--- config.mk ---
export PLATFORM = sky130hd
export DESIGN_NAME = perceptron_sequencer
export DESIGN_NICKNAME = d
export VERILOG_FILES = /design/src/rtl/perceptron_sequencer.sv
export SDC_FILE = /design/constraint.sdc
export NUM_CORES = 1
export LEC_CHECK = 0
export BUFFER_PORTS_ARGS = -buffer_cell sky130_fd_sc_hd__buf_2
export CORE_ASPECT_RATIO = 1.4
export CORE_MARGIN = 2
export CORE_UTILIZATION = 44
export CTS_BUF_LIST = sky130_fd_sc_hd__clkbuf_8
export DETAILED_ROUTE_END_ITERATION = 12
export PLACE_DENSITY = 0.66
export SYNTH_ARGS = -nofsm -noshare
export SYNTH_HDL_FRONTEND = slang
export SYNTH_SLANG_ARGS = --single-unit
export TNS_END_PERCENT = 10
--- constraint.sdc ---
create_clock -name clk -period 4 [get_ports clk]
set_input_delay 0.4 -clock clk [delete_from_list [all_inputs] [get_ports clk]]
set_output_delay 0.4 -clock clk [all_outputs]
set_load 0.01 [all_outputs]
--- src/rtl/perceptron_sequencer.sv ---
// Single-neuron perceptron sequencer: accumulates N_INPUTS Q2.14 x*w beats onto a bias,
// hands the Q34.14 sum to an external activation unit and returns its registered result.
module perceptron_sequencer #(
  parameter int N_INPUTS = 4,
  parameter int CNT_W    = 8
) (
  input  logic        clk,
  input  logic        rst,
  input  logic        start,
  input  logic [15:0] bias,
  output logic        busy,
  input  logic        in_valid,
  output logic        in_ready,
  input  logic [15:0] in_x,
  input  logic [15:0] in_w,
  output logic [47:0] act_x,
  input  logic [15:0] act_y,
  output logic        out_valid,
  input  logic        out_ready,
  output logic [15:0] out_y
);

  typedef enum logic [2:0] {
    IDLE,
    ACCUM,
    ACT,
    CAPTURE,
    OUTPUT
  } state_t;

  localparam logic [CNT_W-1:0] LAST_BEAT = CNT_W'(N_INPUTS - 1);

  state_t             state, state_nx;
  logic [47:0]        acc;
  logic [CNT_W-1:0]   cnt;
  logic               beat;
  logic               last_beat;
  logic signed [15:0] x_s;
  logic signed [15:0] w_s;
  logic signed [31:0] prod;
  logic [47:0]        prod_q14;

  assign x_s  = in_x;
  assign w_s  = in_w;
  assign prod = x_s * w_s;
  // Q4.28 -> Q.14 by arithmetic shift (floor), then sign-extend into the accumulator width
  assign prod_q14 = {{30{prod[31]}}, prod[31:14]};

  assign beat      = (state == ACCUM) && in_valid;
  assign last_beat = beat && (cnt == LAST_BEAT);
  assign act_x     = acc;

  always_ff @(posedge clk or posedge rst) begin
    if (rst) begin
      state <= IDLE;
    end else begin
      state <= state_nx;
    end
  end

  always_comb begin
    state_nx = state;
    unique case (state)
      IDLE:    if (start) state_nx = ACCUM;
      ACCUM:   if (last_beat) state_nx = ACT;
      ACT:     state_nx = CAPTURE;
      CAPTURE: state_nx = OUTPUT;
      OUTPUT:  if (out_ready) state_nx = IDLE;
      default: state_nx = IDLE;
    endcase
  end

  always_comb begin
    busy      = 1'b0;
    in_ready  = 1'b0;
    out_valid = 1'b0;
    unique case (state)
      IDLE:    busy = 1'b0;
      ACCUM:   begin busy = 1'b1; in_ready = 1'b1; end
      ACT:     busy = 1'b1;
      CAPTURE: busy = 1'b1;
      OUTPUT:  begin busy = 1'b1; out_valid = 1'b1; end
      default: busy = 1'b0;
    endcase
  end

  always_ff @(posedge clk or posedge rst) begin
    if (rst) begin
      acc <= '0;
      cnt <= '0;
    end else if ((state == IDLE) && start) begin
      acc <= {{32{bias[15]}}, bias};
      cnt <= '0;
    end else if (beat) begin
      acc <= acc + prod_q14;
      cnt <= cnt + CNT_W'(1);
    end
  end

  // act_y is valid during CAPTURE since the activation unit registers act_x once
  always_ff @(posedge clk or posedge rst) begin
    if (rst) begin
      out_y <= '0;
    end else if (state == CAPTURE) begin
      out_y <= act_y;
    end
  end

endmodule

Word-level counts from Yosys, hierarchy flattened

Cells that the tools add are included.

Bits in registers: 75
Output and inout port bits: 67
Bits of input ports: 69

$mul: 1
Equality and inequality tests: 8
Reductions and logical operators: 7
Multiplexer cells: 11
Add/sub/neg operators: 2

Operators with widths:

| operator                                             | count |
|---|---|
| 2-to-1 mux 48 bit                                    | 2 |
| adder 48 bit                                         | 1 |
| multiplier 16 x 16 -> 32 bit                         | 1 |
| 2-to-1 mux 8 bit                                     | 2 |
| case mux 3 bit (5 select lines)                      | 1 |
| 2-to-1 mux 3 bit                                     | 3 |
| adder 8 x 1 -> 8 bit (second input constant)         | 1 |
| equality test 8 x 2 -> 1 bit (second input constant) | 1 |
| equality test 3 x 2 -> 1 bit (second input constant) | 2 |
| inequality test 2 bit (second input constant)        | 3 |
| OR reduction 4 bit                                   | 1 |
| equality test 3 x 1 -> 1 bit (second input constant) | 1 |
| equality test 3 bit (second input constant)          | 1 |
| logical AND 1 bit                                    | 3 |
| zero test 3 bit                                      | 1 |
| 2-to-1 mux 1 bit                                     | 3 |
| AND reduction 3 bit                                  | 1 |
| nonzero test 2 bit                                   | 1 |

Longest topological paths before layout

Depth after elaboration: 5
Mapped depth: 37

Worst setup path before layout

OpenSTA, ideal clock, no wires.

Path kind: input to register
From: in in_w[1]
To: reg acc[43] (netlist: act_x[43])
Setup time: 0.137 ns
Required time: 3.863 ns
Arrival: 9.383 ns
Stages on the path: 32
Slack: -5.520 ns
Path buffers: 2
Path through: clkbuf_1 > nand2_1 > inv_1 > fa_1 > inv_1 > fa_1 > inv_1 > fa_1 > fa_1 > fa_1 > fa_1 > ha_1 > nand3_1 > o22ai_1 > nor2_1 > o22ai_1 > nor3_1 > o41ai_1 > a21oi_1 > xor2_1 > ha_1 > clkbuf_1 > a21oi_1 > o21ai_0 > a22oi_1 > nand4_1 > o211a_1 > nor3_1 > o21ai_1 > a311oi_1 > xor2_1 > a21oi_1

Longest elaborated chain between the ends: 4

RTL lines:

| what                         | RTL line | source |
|---|---|---|
| start, declared              | 15       | `input logic [15:0] in_w,` |
| multiplier 16 x 16 -> 32 bit | 45       | `assign prod = x_s * w_s;` |
| adder 48 bit                 | 95       | `acc <= acc + prod_q14;` |
| 2-to-1 mux 48 bit            | 94       | `end else if (beat) begin` |
| 2-to-1 mux 48 bit            | 91       | `end else if ((state == IDLE) && start) begin` |
| end signal, assigned         | 92       | `acc <= {{32{bias[15]}}, bias};` |
| end signal, assigned         | 95       |  |
| end, declared                | 34       | `logic [47:0] acc;` |

No other way between the ends. The select of a mux whose other input is x is not followed.
A chain may end at the register's enable or synchronous reset.

Final worst setup path

From: in in_x[15]
To: reg acc[47] (netlist: act_x[47])

Longest elaborated chain between the ends: 4

RTL lines:

| what                         | RTL line | source |
|---|---|---|
| start, declared              | 14       | `input logic [15:0] in_x,` |
| multiplier 16 x 16 -> 32 bit | 45       |  |
| adder 48 bit                 | 95       |  |
| 2-to-1 mux 48 bit            | 94       |  |
| 2-to-1 mux 48 bit            | 91       |  |

No other way between the ends. The select of a mux whose other input is x is not followed.

==> impl_metrics.env <==
export IMPL_drt_total_wl_mm=44.17
export IMPL_synthesis_nets=2143
export IMPL_antenna_found_initial=0
export IMPL_fin_skew_ps=19.38
export IMPL_period_needed_ps=7998
export IMPL_synthXorXnorAreaFrac_pct=4.715
export IMPL_synth_simple_gate_area_share_pct=15.57
export IMPL_setup_ws_ps=-3998
export IMPL_netlist_area_um2=14990
export IMPL_grt_setup_unrepaired="true"
export IMPL_clk_latency_ps=400
export IMPL_cts_hold_buf=0
export IMPL_max_cap_violations=0
export IMPL_synth_compound_area_share_pct=11.19
export IMPL_synth_mux_area_share_pct=1.202
export IMPL_whs_ps=141.8
export IMPL_drt_iter0_drc=522
export IMPL_viasPerCell=5.202
export IMPL_cts_tree="yes"
export IMPL_tightest_slew_ps=872.1
export IMPL_pin_count=136
export IMPL_grt_total_usage_pct=25.25
export IMPL_hold_violations=0
export IMPL_cts_buffer_depth=2
export IMPL_yosys_warnings=0
export IMPL_ys_ff_latch=75
export IMPL_crit_path_start_kind="primary input"
export IMPL_postRouteAntennaNets=0
export IMPL_grt_max_degree=48
export IMPL_synth_top_family_by_area="adder cells"
export IMPL_crit_type="in2reg"
export IMPL_syn_to_final_growth_pct=35.92
export IMPL_synth_top_flop_cell="dfrtp_1"
export IMPL_synth_distinct_cells=53
export IMPL_cpPeakStageDelay_ps=630
export IMPL_crit_arrival_ps=8260
export IMPL_core_area_um2=33830
export IMPL_antenna_cells=0
export IMPL_cts_root_buf="clkbuf_8"
export IMPL_first_pass_iters=5
export IMPL_clkSlewWorstSetupHoldPaths_ps=90
export IMPL_fp_dieH_um=222.4
export IMPL_hp_class="in2async"
export IMPL_grt_pass1_vias=14780
export IMPL_crit_required_ps=4260
export IMPL_async_reset_ff_share_pct=100.0
export IMPL_crit_fanout=10
export IMPL_post_route_period_util_pct=199.9
export IMPL_synthCells=1684
export IMPL_cts_htree_levels=3
export IMPL_grt_first_pass_wirelength_mm=72.08
export IMPL_dpl_hpwl_mm=35.72
export IMPL_slowest_stage="fa_2"
export IMPL_setup_viol=48
export IMPL_grt_ovfl_total=0
export IMPL_avgRoutedWirePerCell_um=17.13
export IMPL_status="finished, violations left"
export IMPL_clkSinkCount=75
export IMPL_fin_nets=2581
export IMPL_gp_congestion=0.9238
export IMPL_slew_viol_final=0
export IMPL_max_freq_mhz=125.0
export IMPL_synth_edf_count=0
export IMPL_dieArea_um2=35590
export IMPL_drc_errors=0
export IMPL_slew_limit_headroom_pct=41.86
export IMPL_ys_seq_area_share_pct=12.52
export IMPL_synth_area_per_cell_um2=8.903
export IMPL_rows=80
export IMPL_drive_gt1_share_pct=33.15
export IMPL_violations="negative setup slack"
export IMPL_cts_buffers=9
export IMPL_vias=13410
export IMPL_endpoint_kind="flop"
export IMPL_portBuffers=135
export IMPL_initial_core_util_pct=44.31
export IMPL_die_x_um=160.0
export IMPL_synth_fa_ha_area_share_pct=45.67
==> final timing paths <==
check | from | to | slack [ps] | cells past startpoint
worst max-delay path | in_x[15] | act_x[47] | -4000 | 37
worst min-delay path | rst | act_x[22] | 140 | 2
worst max register to register | act_x[0] | act_x[26] | 660 | 17
worst min register to register | out_y[1] | out_y[1] | 510 | 1
max in group asynchronous | rst | act_x[38] | 2920 | 3
min in group clk | out_ready | state[2] | 200 | 2
==> per-layer routing <==
layer | vias to the layer above | routed length [um] | global-route usage, %
li1 | 6182 | - | -
met1 | 6766 | 15420 | 26.71
met2 | 344 | 24840 | 48.93
met3 | 120 | 1584 | 3.285
met4 | 0 | 2332 | 12.03
met5 | - | 0 | 0
==> synth_stat cells (all sizes together), types with 10 or more instances <==
library cell,n,share of area (%)
inv,302,7.6
fa,262,35
nand2,191,4.8
ha,128,11
and2,117,4.9
a21oi,110,3.7
nor2,85,2.1
dfrtp,75,13
clkbuf,62,1.6
o21ai,59,2.0
xnor2,46,2.7
xor2,32,1.9
a21o,26,1.3
nand3,17,0.57
mux2,16,1.2
nor3,14,0.50
nand2b,13,0.54
o31ai,13,0.68
o21bai,12,0.60
and3,11,0.46
nand4,11,0.46
a31oi,10,0.42
==> layout by cell type, fill, tap and decap left out, types with 13 or more instances in the layout <==
master	instances
nand2_1	186
o21ai_0	35
a21oi_2	30
inv_1	289
buf_2	111
buf_4	332
nand2b_1	13
xor2_1	29
ha_4	25
dfrtp_1	75
mux2_2	16
fa_1	254
a21o_1	26
xnor2_1	41
a21oi_1	76
o21ai_1	15
and2_1	104
nor2_1	78
ha_1	99
buf_6	30
==> sequential cells by signal, indices dropped and copies added (netlist names) <==
signal / count
act_x: 48
cnt: 8
out_y: 16
state: 3
==> metrics by stage <==
stage          instance area [um2]  cells  setup TNS (ps)  util (%)  worst slack, ps
2_1_floorplan                15200   1684         -161460         -            -3999
3_3_place_gp                 18600   2527         -207990     54.97            -4933
3_5_place_dp                 18600   2527         -211940     54.97            -4988
4_1_cts                      19690   2561         -165920     58.20            -4140
5_1_grt                      20380   2578         -174810     60.23            -4242
6_report                     20380   2578         -162730     60.23            -3998
==> critical path, delay by kind of cell <==
kind	cells	cell delay, ps
AOI/OAI and AO/OA	8	1310
xor gates and xnor gates	3	610
and+or+nand+nor	9	1320
buffers and inverters	9	1000
adders and majority gates	8	3600
==> kinds of logic after synthesis <==
group,Yosys count
buffers and inverters,365
muxes,16
xor gates and xnor gates,79
and+or+nand+nor,485
AOI/OAI and AO/OA,274
adders and majority gates,390
DFF,75
==> timing repair <==
item,in CTS,in global routing
buffers inserted,17,17
gates resized for setup,165,106
pin swaps,82,75
endpoints found under the setup margin,48,48
gates cloned,1,1
==> final cells by class <==
class | count | area [um2]
clock buffer | 9 | 123.9
clock inverter | 7 | 117.6
fill | 2930 | 13460
inverter | 302 | 1140
multi-input combinational | 1244 | 12870
sequential | 75 | 1877
tap | 451 | 564.3
timing repair buffer | 490 | 3686
Power is not shown: default switching activity piles up to over one toggle a cycle in this logic, so the estimate is an artifact.
